File: config.mk
export PLATFORM = sky130hd
export DESIGN_NAME = fetch_pipe_ctrl
export DESIGN_NICKNAME = d
export VERILOG_FILES = /design/src/rtl/fetch_pipe_ctrl_pkg.sv /design/src/rtl/fetch_pipe_ctrl_sat_counter16.sv /design/src/rtl/fetch_pipe_ctrl.sv
export SDC_FILE = /design/constraint.sdc
export NUM_CORES = 1
export LEC_CHECK = 0
export BUFFER_PORTS_ARGS = -buffer_cell sky130_fd_sc_hd__buf_2
export CAP_MARGIN = 40
export CORE_ASPECT_RATIO = 1.1
export CORE_MARGIN = 3
export CORE_UTILIZATION = 41
export DETAILED_ROUTE_END_ITERATION = 6
export PLACE_DENSITY = 0.72
export SYNTH_ARGS = -nofsm -noshare
export SYNTH_HDL_FRONTEND = slang
export SYNTH_SLANG_ARGS = --single-unit
File: constraint.sdc
create_clock -name Clock -period 1.89 [get_ports Clock]
set_input_delay 0 -clock Clock [delete_from_list [all_inputs] [get_ports Clock]]
set_output_delay 0 -clock Clock [all_outputs]
set_load 0.005 [all_outputs]
File: src/rtl/fetch_pipe_ctrl_pkg.sv
// Shared definitions for the fetch pipeline: FSM encoding and fetch constants.
package fetch_pipe_ctrl_pkg;

  typedef enum logic [1:0] {
    ST_RUN      = 2'd0,
    ST_STALL    = 2'd1,
    ST_REDIRECT = 2'd2
  } fetch_state_e;

  // Bubble instruction written into IF/ID on a redirect.
  localparam logic [31:0] NOP_INSTR = 32'h0000_0000;

  // Sequential fetch step; PC arithmetic wraps modulo 2^32.
  localparam logic [31:0] PC_INC = 32'd4;

  // Word-align a redirect address by dropping its byte offset.
  function automatic logic [31:0] align_target(input logic [31:0] target);
    return {target[31:2], 2'b00};
  endfunction

endpackage

File: src/rtl/fetch_pipe_ctrl_sat_counter16.sv
// 16-bit performance counter that sticks at 16'hFFFF instead of wrapping.
module sat_counter16 (
  input  logic        Clock,
  input  logic        Reset,
  input  logic        Inc,
  input  logic        Clr,
  output logic [15:0] Count
);

  // Reset and clear win over increment; hold once the all-ones value is reached.
  always_ff @(posedge Clock) begin
    if (!Reset) begin
      Count <= 16'h0000;
    end else if (Clr) begin
      Count <= 16'h0000;
    end else if (Inc && (Count != 16'hFFFF)) begin
      Count <= Count + 16'h0001;
    end
  end

endmodule

File: src/rtl/fetch_pipe_ctrl.sv
// Fetch stage control: PC register, IF/ID register, ID/EX valid bit,
// run/stall/redirect FSM, stall watchdog and performance counters.
// Control inputs are sampled only at the rising edge; there is no valid/ready
// handshake -- the hazard unit's write enables and Flush act as level controls
// for the cycle that ends at the next rising edge. Update priority is
// Reset > BranchTaken > stall (write enable low) > normal fetch.
module fetch_pipe_ctrl
  import fetch_pipe_ctrl_pkg::*;
#(
  parameter logic [31:0] RESET_PC    = 32'h0000_0000,
  parameter int unsigned STALL_LIMIT = 15
) (
  input  logic         Clock,
  input  logic         Reset,
  input  logic         PCWriteEnable,
  input  logic         IFIDWriteEnable,
  input  logic         Flush,
  input  logic         BranchTaken,
  input  logic [31:0]  BranchTarget,
  input  logic [31:0]  IMemInstruction,
  output logic [31:0]  PC,
  output logic [31:0]  IFIDInstruction,
  output logic [31:0]  IFIDPCPlus4,
  output logic         IFIDValid,
  output logic         IDEXValid,
  output logic [15:0]  StallCycles,
  output logic [15:0]  FlushCount,
  output logic         StallTimeout,
  output logic         MisalignErr,
  output fetch_state_e State
);

  logic [31:0]  pc_plus4;
  fetch_state_e state_next;
  logic [3:0]   stall_cnt;
  logic [3:0]   stall_cnt_next;
  logic         stall_inc;

  assign pc_plus4  = PC + PC_INC;
  assign stall_inc = !PCWriteEnable && !BranchTaken;

  // Next FSM state and consecutive-stall count; the count saturates at 15.
  always_comb begin
    state_next     = ST_RUN;
    stall_cnt_next = 4'd0;
    if (BranchTaken) begin
      state_next = ST_REDIRECT;
    end else if (!PCWriteEnable) begin
      state_next     = ST_STALL;
      stall_cnt_next = (stall_cnt == 4'hF) ? stall_cnt : stall_cnt + 4'd1;
    end
  end

  // FSM with registered state, stall counter and sticky error flags.
  always_ff @(posedge Clock) begin
    if (!Reset) begin
      State        <= ST_RUN;
      stall_cnt    <= 4'd0;
      StallTimeout <= 1'b0;
      MisalignErr  <= 1'b0;
    end else begin
      State     <= state_next;
      stall_cnt <= stall_cnt_next;
      if ((state_next == ST_STALL) && ({28'd0, stall_cnt_next} == STALL_LIMIT)) begin
        StallTimeout <= 1'b1;
      end
      if (BranchTaken && (BranchTarget[1:0] != 2'b00)) begin
        MisalignErr <= 1'b1;
      end
    end
  end

  // PC register: a redirect overrides the hazard unit's hold request.
  always_ff @(posedge Clock) begin
    if (!Reset) begin
      PC <= RESET_PC;
    end else if (BranchTaken) begin
      PC <= align_target(BranchTarget);
    end else if (PCWriteEnable) begin
      PC <= pc_plus4;
    end
  end

  // IF/ID register: squashed on redirect, held while its write enable is low.
  always_ff @(posedge Clock) begin
    if (!Reset) begin
      IFIDInstruction <= NOP_INSTR;
      IFIDPCPlus4     <= 32'h0;
      IFIDValid       <= 1'b0;
    end else if (BranchTaken) begin
      IFIDInstruction <= NOP_INSTR;
      IFIDValid       <= 1'b0;
    end else if (IFIDWriteEnable) begin
      IFIDInstruction <= IMemInstruction;
      IFIDPCPlus4     <= pc_plus4;
      IFIDValid       <= 1'b1;
    end
  end

  // ID/EX valid bit: Flush or an IF/ID bubble produces a bubble downstream.
  always_ff @(posedge Clock) begin
    if (!Reset) begin
      IDEXValid <= 1'b0;
    end else begin
      IDEXValid <= IFIDValid && !Flush;
    end
  end

  sat_counter16 u_stall_cycles (
    .Clock (Clock),
    .Reset (Reset),
    .Inc   (stall_inc),
    .Clr   (1'b0),
    .Count (StallCycles)
  );

  sat_counter16 u_flush_count (
    .Clock (Clock),
    .Reset (Reset),
    .Inc   (BranchTaken),
    .Clr   (1'b0),
    .Count (FlushCount)
  );

endmodule

==> impl_metrics.ini <==
[placed_design]
buffer_ports.inserted = 199
hpwl_um = 14300
gp_congestion = 0.911
place_ws_ns = -0.0917

[timing]
whs_ns = 0.0406
post-route-period-util = 1.00
final_period_demand_of_the_worst_path_ns = 1.90
finalSetupViolCount = 1
timing.final.ws_setup_ns = -0.00889
maxClockFrequency_mhz = 527
grt_setup_unrepaired = yes
sum_of_negative_setup_slack_ns = -0.00889
skew_ns = 0.0111
drv_slew = 0
report.final.hold_viol_count = 0

[synth]
synth.lib_cells_used.distinct = 50
synthesis.area_mm2 = 0.00649
yosys_most_used_dff = sky130_fd_sc_hd__dfxtp_1
synth_cells = 774
synth-seq-cells = 134
syn-mean-instance-area_um2 = 8.39
yosysSeqAreaShare = 0.413
asyncSetResetFlopFracSynth = 0
synth.yosys.warnings = 0
number_of_synthesized_flops_with_an_enable_pin = 0

[route]
antenna_left = 0
detailedRoute.firstIterationViolations = 409
remaining_drc_errors = 0
drt_first_pass_iters = 5
routed_via_density = 5.62
routed_wirelength_um = 21900
detail_route.wl_per_cell_um = 17.0
vias = 7237

[clocking]
cts_root_buf = sky130_fd_sc_hd__clkbuf_16
tritoncts_clock_tree = yes
htree_num_levels = 4
max-clock-path-buffers = 2
clock_transition_at_the_registers_of_the_reported_paths_ns = 0.06
insertion_delay_ns = 0.42
numClockSinks = 134
cts_made_buffers = 17

[global_routing]
grt_remaining_overflow = 0
grt_usage = 0.246
grt_pass1_vias = 6944
grt_first_pass_wirelength_um = 35400
grt_max_degree = 45
grt_antenna_before_repair = 0

[status]
outcome = finished with violations
failed_checks = setup timing

[finish]
num_antenna_cells = 0
mostFrequentLayoutCells = sky130_fd_sc_hd__buf_2 (199), sky130_fd_sc_hd__dfxtp_1 (127), sky130_fd_sc_hd__buf_4 (80)
nNetsFinal = 1152
most_common_cell_after_layout_fill_and_taps_aside = sky130_fd_sc_hd__buf_2
drive_gt1_frac = 0.308
final_core_utilization = 0.617
syn_to_final_growth_pct = 45.3

[die]
core_area_mm2 = 0.0153
dieArea_mm2 = 0.0174
ioPinCount = 204
row_count = 47
fp.dieH_um = 138
floorplan.die.width_um = 126
start_util = 0.425

[critical_path]
critPathRequiredTime_ns = 2.24
critical_path_class = register to register
worst_setup_path_start_kind = register
crit_path_max_fanout = 8
cp_slowest_stage_delay_ns = 0.55
worst_setup_path_end_kind = register
critical_path_arrival_ns = 2.25
timing.critical_path.slowest_stage_cell = sky130_fd_sc_hd__or4_4
timing.critical_path.cells = nand4_1 > or4_4 > buf_12 > or4_1 > a31oi_1

[hold_path]
min_path_type = input port to register

[pwr]
worst_ir_drop_vdd_uv = 616
p_total_mw = 7.21
p_per_area_mw_per_mm2 = 764
leakagePower_nw = 4.02

[run]
max_cap_violations = 0
==> through the flow <==
stage	cells	area (um2)
floorplan	777	6540
global placement	1180	8080
detailed placement	1180	8080
CTS	1284	9390
global route	1287	9440
finish	1287	9440
==> final cells by class <==
type / instances / area (um2)
Timing Repair Buffer: 349 / 2330
Inverter: 14 / 52.6
Tap cell: 196 / 245
Clock buffer: 19 / 443
Clock inverter: 13 / 131
Sequential cell: 134 / 2690
Multi-Input combinational cell: 562 / 3550
Fill cell: 1319 / 5850
==> path summary, 6_finish.rpt <==
| check | start | to | slack, ns | depth (start not counted) |
|---|---|---|---|---|
| worst max-delay path | PC[13]$_SDFFE_PN0N_ | IFIDPCPlus4[24]$_SDFFE_PN0P_ | -0.009 | 5 |
| worst min-delay path | PCWriteEnable | PC[19]$_SDFFE_PN0N_ | 0.04 | 3 |
| worst max register to register | PC[13]$_SDFFE_PN0N_ | IFIDPCPlus4[24]$_SDFFE_PN0P_ | -0.009 | 5 |
| worst min register to register | IFIDPCPlus4[3]$_SDFFE_PN0P_ | IFIDPCPlus4[3]$_SDFFE_PN0P_ | 0.46 | 2 |
==> critical path, delay by kind of cell (launching register included) <==
| family | cells | cell delay, ns |
|---|---|---|
| AOI/OAI and AO/OA | 1 | 0.17 |
| DFF | 1 | 0.33 |
| and+or+nand+nor | 3 | 1.18 |
| buffers and inverters | 1 | 0.16 |
==> where the power goes <==
group	total (mW)	switching, mW	internal, mW
Sequential	3.01	0.0669	2.95
Combinational	0.921	0.471	0.450
Clock	3.27	1.30	1.97
Total	7.21	1.84	5.37
==> routing by layer <==
metal	wire length, um	GRT usage
met5	0	0
met4	631	0.110
met3	1640	0.0637
met2	10500	0.405
met1	9150	0.301
==> synthesized netlist by cell type, drive strengths merged, types with 13 or more instances <==
master  instances  area share
nand3          32       0.025
o31ai          16       0.018
nand2          61       0.035
a211oi         18       0.021
mux2i          54       0.083
a31oi          26       0.025
clkbuf         51       0.030
nor2           68       0.039
inv            13      0.0075
nor4           13       0.013
nand2b         18       0.017
or4            20       0.024
dfxtp         134        0.41
o21ai          51       0.039
a21oi          32       0.025
xor2           19       0.026
nand4          32       0.031
buf            17       0.014
or3            14       0.013
==> timing repair <==
item / 4_1_cts / 5_1_grt
pin swaps: 16 / 6
hold buffers: 66 / 0
gates cloned: 1 / 0
setup endpoints to repair: 10 / 17
gates resized for setup: 5 / 8
buffers inserted: 5 / 3
endpoints found under the hold margin: 64 / 0
==> sequential cells by signal (all words and copies together), names as in the netlist <==
| register | count |
|---|---|
| IFIDInstruction | 32 |
| PC | 30 |
| u_flush_count.Count | 16 |
| MisalignErr | 1 |
| StallTimeout | 1 |
| stall_cnt | 4 |
| u_stall_cycles.Count | 16 |
| State | 2 |
| IFIDPCPlus4 | 30 |
| IDEXValid | 1 |
| IFIDValid | 1 |
==> cells by family (layout without fill, tap and decap cells) <==
| group | Yosys count | count (layout) | synth area share |
|---|---|---|---|
| compound gates | 174 | 174 | 0.170 |
| xor+xnor | 24 | 24 | 0.0324 |
| fa+ha+maj | 4 | 4 | 0.00771 |
| buf+inv | 82 | 395 | 0.0520 |
| flops | 134 | 134 | 0.413 |
| mux | 54 | 54 | 0.0832 |
| other cells | 1 | 4 | 0.000577 |
| simple gates | 301 | 302 | 0.241 |
Note: power is estimated with default switching activity, not from simulation.
